==> config.mk <==
export PLATFORM = sky130hd
export DESIGN_NAME = fetch_unit
export DESIGN_NICKNAME = d
export VERILOG_FILES = /design/src/rtl/fetch_unit.sv
export SDC_FILE = /design/constraint.sdc
export NUM_CORES = 1
export LEC_CHECK = 0
export ABC_AREA = 1
export BUFFER_PORTS_ARGS = -buffer_cell sky130_fd_sc_hd__buf_2
export CELL_PAD_IN_SITES_DETAIL_PLACEMENT = 1
export CELL_PAD_IN_SITES_GLOBAL_PLACEMENT = 1
export CORE_MARGIN = 2
export CORE_UTILIZATION = 29
export DETAILED_ROUTE_END_ITERATION = 10
export PLACE_DENSITY_LB_ADDON = 0.25
export SLEW_MARGIN = 15
export SYNTH_ARGS = -nofsm -noshare
export SYNTH_HDL_FRONTEND = slang
export SYNTH_SLANG_ARGS = --single-unit
==> constraint.sdc <==
create_clock -name clock -period 3.5 [get_ports clock]
set_input_delay 0.175 -clock clock [delete_from_list [all_inputs] [get_ports clock]]
set_output_delay 0.175 -clock clock [all_outputs]
set_load 0.05 [all_outputs]
==> src/rtl/fetch_unit.sv <==
// Instruction fetch unit: drives a 1-cycle synchronous ROM, handles stalls and jump/branch redirects.
// Optional macro FETCH_BEX_EN lets bex_taken redirect to jp_target; otherwise bex_taken is ignored.
module fetch_unit (
  input  logic               clock,
  input  logic               reset,
  input  logic               stall,
  output logic [11:0]        imem_addr,
  input  logic [31:0]        imem_q,
  output logic [31:0]        insn,
  output logic [11:0]        insn_pc,
  output logic               insn_valid,
  output logic [11:0]        pc_plus1,
  input  logic               jp,
  input  logic [26:0]        jp_target,
  input  logic               jr,
  input  logic [31:0]        jr_target,
  input  logic               br_taken,
  input  logic signed [16:0] br_offset,
  input  logic               bex_taken
);

  localparam logic [1:0] BOOT   = 2'd0;
  localparam logic [1:0] RUN    = 2'd1;
  localparam logic [1:0] SQUASH = 2'd2;

  logic [1:0]  state;
  logic [11:0] pc_q;
  logic [11:0] req_pc;
  logic        run;
  logic        bex_hit;
  logic        redirect;
  logic [11:0] target;
  logic        unused_bits;

  // Address arithmetic is modulo 4096; carries out of bit 11 are dropped.
  function automatic logic [11:0] addr_inc(input logic [11:0] a);
    return a + 12'd1;
  endfunction

  function automatic logic [11:0] branch_target(input logic [11:0]        pc,
                                                input logic signed [16:0] offset);
    return addr_inc(pc) + offset[11:0];
  endfunction

`ifdef FETCH_BEX_EN
  assign bex_hit     = bex_taken;
  assign unused_bits = ^{jp_target[26:12], jr_target[31:12], br_offset[16:12]};
`else
  assign bex_hit     = 1'b0;
  assign unused_bits = ^{jp_target[26:12], jr_target[31:12], br_offset[16:12], bex_taken};
`endif

  assign run        = (state == RUN);
  assign insn_valid = run;
  assign insn_pc    = req_pc;
  assign insn       = imem_q;
  assign pc_plus1   = addr_inc(req_pc);
  // A stalled ROM re-reads the in-flight address so insn stays stable.
  assign imem_addr  = (run && stall) ? req_pc : pc_q;
  assign redirect   = insn_valid && !stall && (jp || jr || bex_hit || br_taken);

  always_comb begin
    target = branch_target(req_pc, br_offset);
    if (jp)
      target = jp_target[11:0];
    else if (jr)
      target = jr_target[11:0];
    else if (bex_hit)
      target = jp_target[11:0];
  end

  // Fetch state: pc_q is the next fetch address, req_pc the word the ROM returns this cycle.
  always_ff @(posedge clock) begin
    if (reset) begin
      pc_q   <= 12'd0;
      req_pc <= 12'd0;
      state  <= BOOT;
    end else begin
      case (state)
        RUN: begin
          if (!stall) begin
            if (redirect) begin
              pc_q  <= target;
              state <= SQUASH;
            end else begin
              req_pc <= pc_q;
              pc_q   <= addr_inc(pc_q);
            end
          end
        end
        default: begin
          req_pc <= pc_q;
          pc_q   <= addr_inc(pc_q);
          state  <= RUN;
        end
      endcase
    end
  end

endmodule

### After elaboration in Yosys (flattened, before gate mapping)

Index checks and enable logic that the tools add are counted.

* bits of input ports: 115
* flip-flop bits (word level): 26

* muxes and demuxes: 12
* reductions and logical operators: 10
* add/sub/neg operators: 3
* equal/unequal tests: 4
* bitwise operators: 2

Operators with widths (number)
* $mux 12: 9
* $add 12x1->12 const B: 2
* $add 12x12->12: 1
* $reduce_and 2->1: 3
* $ne 2x2->1 const B: 2
* $logic_and 1x1->1: 3
* $mux 1: 3
* $eq 2x1->1 const B: 1
* $logic_or 1x1->1: 2
* $ne 2x1->1 const B: 1
* $not 1->1: 2
* $reduce_or 2->1: 1
* $logic_not 1->1: 1

### Depth between registers and ports, before layout

* depth in word-level cells: 7
* gate-level depth with buffers: 19
* gate-level depth less buffers: 19

### Worst setup path before layout

No wires, ideal clock.

* path kind: register to register
* start: register req_pc[0] (netlist: insn_pc[0])
* end: register pc_q[10]
* required time: 3381 ps
* clock period less this slack: 3721 ps
* stages on the path, launching flop included: 17
* arrival time: 3602 ps
* slack: -221 ps
* library setup time: 119 ps
* cells stage by stage: dfxtp_1 inv_1 nor2_4 nand3_1 nor3_1 xor2_1 ha_1 nand2_1 inv_1 a21oi_1 nand3_1 nand2_1 nand2_1 o21ai_0 nand2_1 nand2_1 a21oi_1

* cells in the longest elaborated chain, start to end: 7

Ends and longest elaborated chain
* from (decl): line 28 `logic [11:0] req_pc;`
* from (signal assigned): line 86 `req_pc <= pc_q;`
* from (signal assigned): line 92 `req_pc <= pc_q;`
* $add 12x1->12
* net pc_plus1[0]: line 12 `output logic [11:0] pc_plus1,`
* $add 12x12->12: line 42 `return addr_inc(pc) + offset[11:0];`
* $mux 12: line 66 `else if (jr)`
* $mux 12: line 64 `if (jp)`
* $mux 12: line 82 `if (redirect) begin`
* $mux 12: line 81 `if (!stall) begin`
* $mux 12: line 79 `case (state)`
* to (signal assigned): line 83 `pc_q <= target;`
* to (signal assigned): line 87 `pc_q <= addr_inc(pc_q);`
* to (signal assigned): line 93 `pc_q <= addr_inc(pc_q);`
* to (decl): line 27 `logic [11:0] pc_q;`

The timed path passes the listed nets, and every way through them passes these cells. The select of a mux whose other input is x is not followed.
A chain may end at the register's enable or synchronous reset.

### Worst setup path in the final report

* start: register req_pc[1] (netlist: insn_pc[1])
* end: register pc_q[10]

* cells in the longest elaborated chain, start to end: 7

Ends and longest elaborated chain
* $add 12x1->12: line 37 `return a + 12'd1;`
* $add 12x12->12: line 42
* $mux 12: line 66
* $mux 12: line 64
* $mux 12: line 82
* $mux 12: line 81
* $mux 12: line 79

No other way between the ends. The select of a mux whose other input is x is not followed.

==> results.json <==
{
  "antenna_cells": 0,
  "ant_nets": 0,
  "synth-async-reset-ratio": 0,
  "areaGrowthSynthToFinish_pct": 12.2,
  "period_share": 0.831,
  "synth-compound-area-share": 0.199,
  "cts_resized": 0,
  "post-cts-setup-buffers": 0,
  "synthTopCellsByArea": "dfxtp_1 (20%), nand2_1 (11%), buf_4 (9.6%)",
  "fmax_mhz": 344,
  "path_cells": "ha_1 > nand3_1 > nor3_1 > nand2_1 > xor2_1 > ha_1 > nand2_1 > inv_1 > a21oi_1 > nand3_1 > nand2_1 > nand2_1 > o21ai_0 > nand2_1 > nand2_1 > a21oi_1",
  "placedCellCount": 562,
  "grt_pass1_wl_um": 14000,
  "worstMarginPinSlew_ns": 0.521,
  "synth_top_cell_by_area": "dfxtp_1",
  "rows": 34,
  "layout_common_cells": "nand2_1 (81), buf_2 (78), inv_1 (46)",
  "grt_max_degree": 34,
  "fin_crit_ns": 2.91,
  "final_common_cell": "nand2_1",
  "synth_xor_area_frac": 0.0526,
  "synth_warnings": 0,
  "cellPowerDensity_nw_per_um2": 373,
  "avgRoutedWirePerCell_um": 14.9,
  "path_buf_inv": 1,
  "slew_headroom": 0.651,
  "route.detailed.drc": 0,
  "drive_above_1_share": 0.231,
  "max-clock-path-buffers": 2,
  "synth-simple-area-share": 0.282,
  "cp_max_fo": 5,
  "synth_area_um2": 2660,
  "ys.flop_type": "dfxtp_1",
  "yosysUniqueCellTypes": 36,
  "start_util": 0.302,
  "crit_top_cell": "nand2_1",
  "arrival_ns": 3.08,
  "synth-seq-cells": 26,
  "cts_tree": "done",
  "grt_pass1_vias": 2845,
  "status": "finished, final reports clean",
  "end_kind": "flop",
  "synth_fa_ha_area_frac": 0.0827,
  "fill_cells": 1193,
  "synth_top_family_by_area": "simple AND/OR/NAND/NOR gates",
  "first_iter_violations": 110,
  "synth_nets": 549,
  "syn_inst": 417,
  "fp.dieH_um": 99.8,
  "placed_cell_area_um2": 2930,
  "peakVddDrop_mv": 0.186,
  "cts_made_buffers": 3,
  "synth_edf_count": 0,
  "finalSetupViolCount": 0,
  "fin_skew_ns": 0.00281,
  "ioPinCount": 184,
  "hold_buffers": 0,
  "muxShareOfSynthArea": 0,
  "start_kind": "flop",
  "worstPathRequired_ns": 3.67,
  "critPathTopFamily": "simple AND/OR/NAND/NOR gates",
  "dp_hpwl_um": 6870,
  "p_leak_uw": 0.00145,
  "firstDrtPassIters": 4,
  "layoutNonFillerInstCount": 566,
  "place.gp.congestion": 0.843,
  "clkSinkCount": 26,
  "max_stage_delay_ns": 0.43,
  "holdWs_ns": 0.189,
  "vias": 2750,
  "portBuffers": 78,
  "cts_root_buf": "clkbuf_8",
  "ys_seq_area_frac": 0.195,
  "rsz0062_at_grt": "no",
  "hold_violations": 0,
  "drt-total-wl_um": 8430,
  "grt_overflow": 0,
  "cap_viol_max_count": 0,
  "design_area_um2": 2990,
  "synth.avg_cell_area_um2": 6.39,
  "netlist.area_leader.share": 0.195,
  "clock_latency_ns": 0.28,
  "slowest_stage": "dfxtp_1",
  "core_area_um2": 8810,
  "htree_levels": 1,
  "clkTransAtPathRegs_ns": 0.10,
  "maxSlewViolCount": 0,
  "fin_util": 0.339,
  "path_class": "reg -> reg",
  "die_area_um2": 9960,
  "min_path_type": "in -> reg",
  "via_per_inst": 4.86,
  "grtUsageTotal": 0.174,
  "dieWidth_um": 99.8,
  "antenna_found_initial": 0,
  "nNetsFinal": 591
}
[power by group]
group | internal [µW] | switching (µW) | leakage (µW)
logic | 157 | 390 | 0.00121
registers | 325 | 38.5 | 0.000215
clock network | 101 | 104 | 0.0000288
total | 584 | 532 | 0.00145
[registers in the layout, indices dropped and copies added, names as in the netlist]
name	count
insn_pc	12
state	2
pc_q	12
[synthesized netlist by cell type, types with 3 or more instances]
library cell,number
nand2_1,81
inv_1,46
o21ai_0,41
nor2_1,40
a21oi_1,37
buf_4,34
nand3_1,28
dfxtp_1,26
ha_1,16
xor2_1,14
clkbuf_1,6
a211oi_1,5
nand2_2,4
nor3_1,4
a31oi_1,3
nand4_1,3
nor2_4,3
[cell families (layout without fill, tap and decap cells)]
family,Yosys count,in the layout
adder cells (fa/ha/maj),17,17
AND/OR/NAND/NOR,169,169
AO/OA/AOI/OAI,97,97
flip-flops,26,26
XOR/XNOR,16,16
buffers and inverters,92,133
[per-layer routing]
metal  global-route usage  up-vias  wire length (µm)
met5                    0        -                 0
met4               0.0379        0               118
met3               0.0272       14               377
met2                0.287       64              3800
met1                0.241     1261              4130
li1                     -     1411                 -
[path summary, 6_finish.rpt]
check,start,end,slack (ns),cells past startpoint
worst max-delay path,insn_pc[1],pc_q[10],0.59,16
worst min register to register,insn_pc[11],insn_pc[11],0.55,2
worst min-delay path,reset,insn_pc[9],0.19,2
worst max register to register,insn_pc[1],pc_q[10],0.59,16
[through the flow]
stage / worst slack, ns / setup TNS, ns / total power (µW)
5_1_grt: 0.213 / 0 / 1190
3_3_place_gp: 0.595 / 0 / 913
6_report: 0.593 / 0 / 1120
3_5_place_dp: 0.512 / 0 / 920
4_1_cts: 0.480 / 0 / 1130
2_1_floorplan: -0.0225 / -0.0225 / 868
[layout make-up]
type                    instances  area (µm²)  area share
multi-input cells             299        1670       0.560
clock buffers                   4        55.1      0.0184
repair buffers                 81         413       0.138
flip-flops and latches         26         520       0.174
inverters                      48         190      0.0637
well taps                     108         135      0.0452
Power figures use the tool's default switching activity.
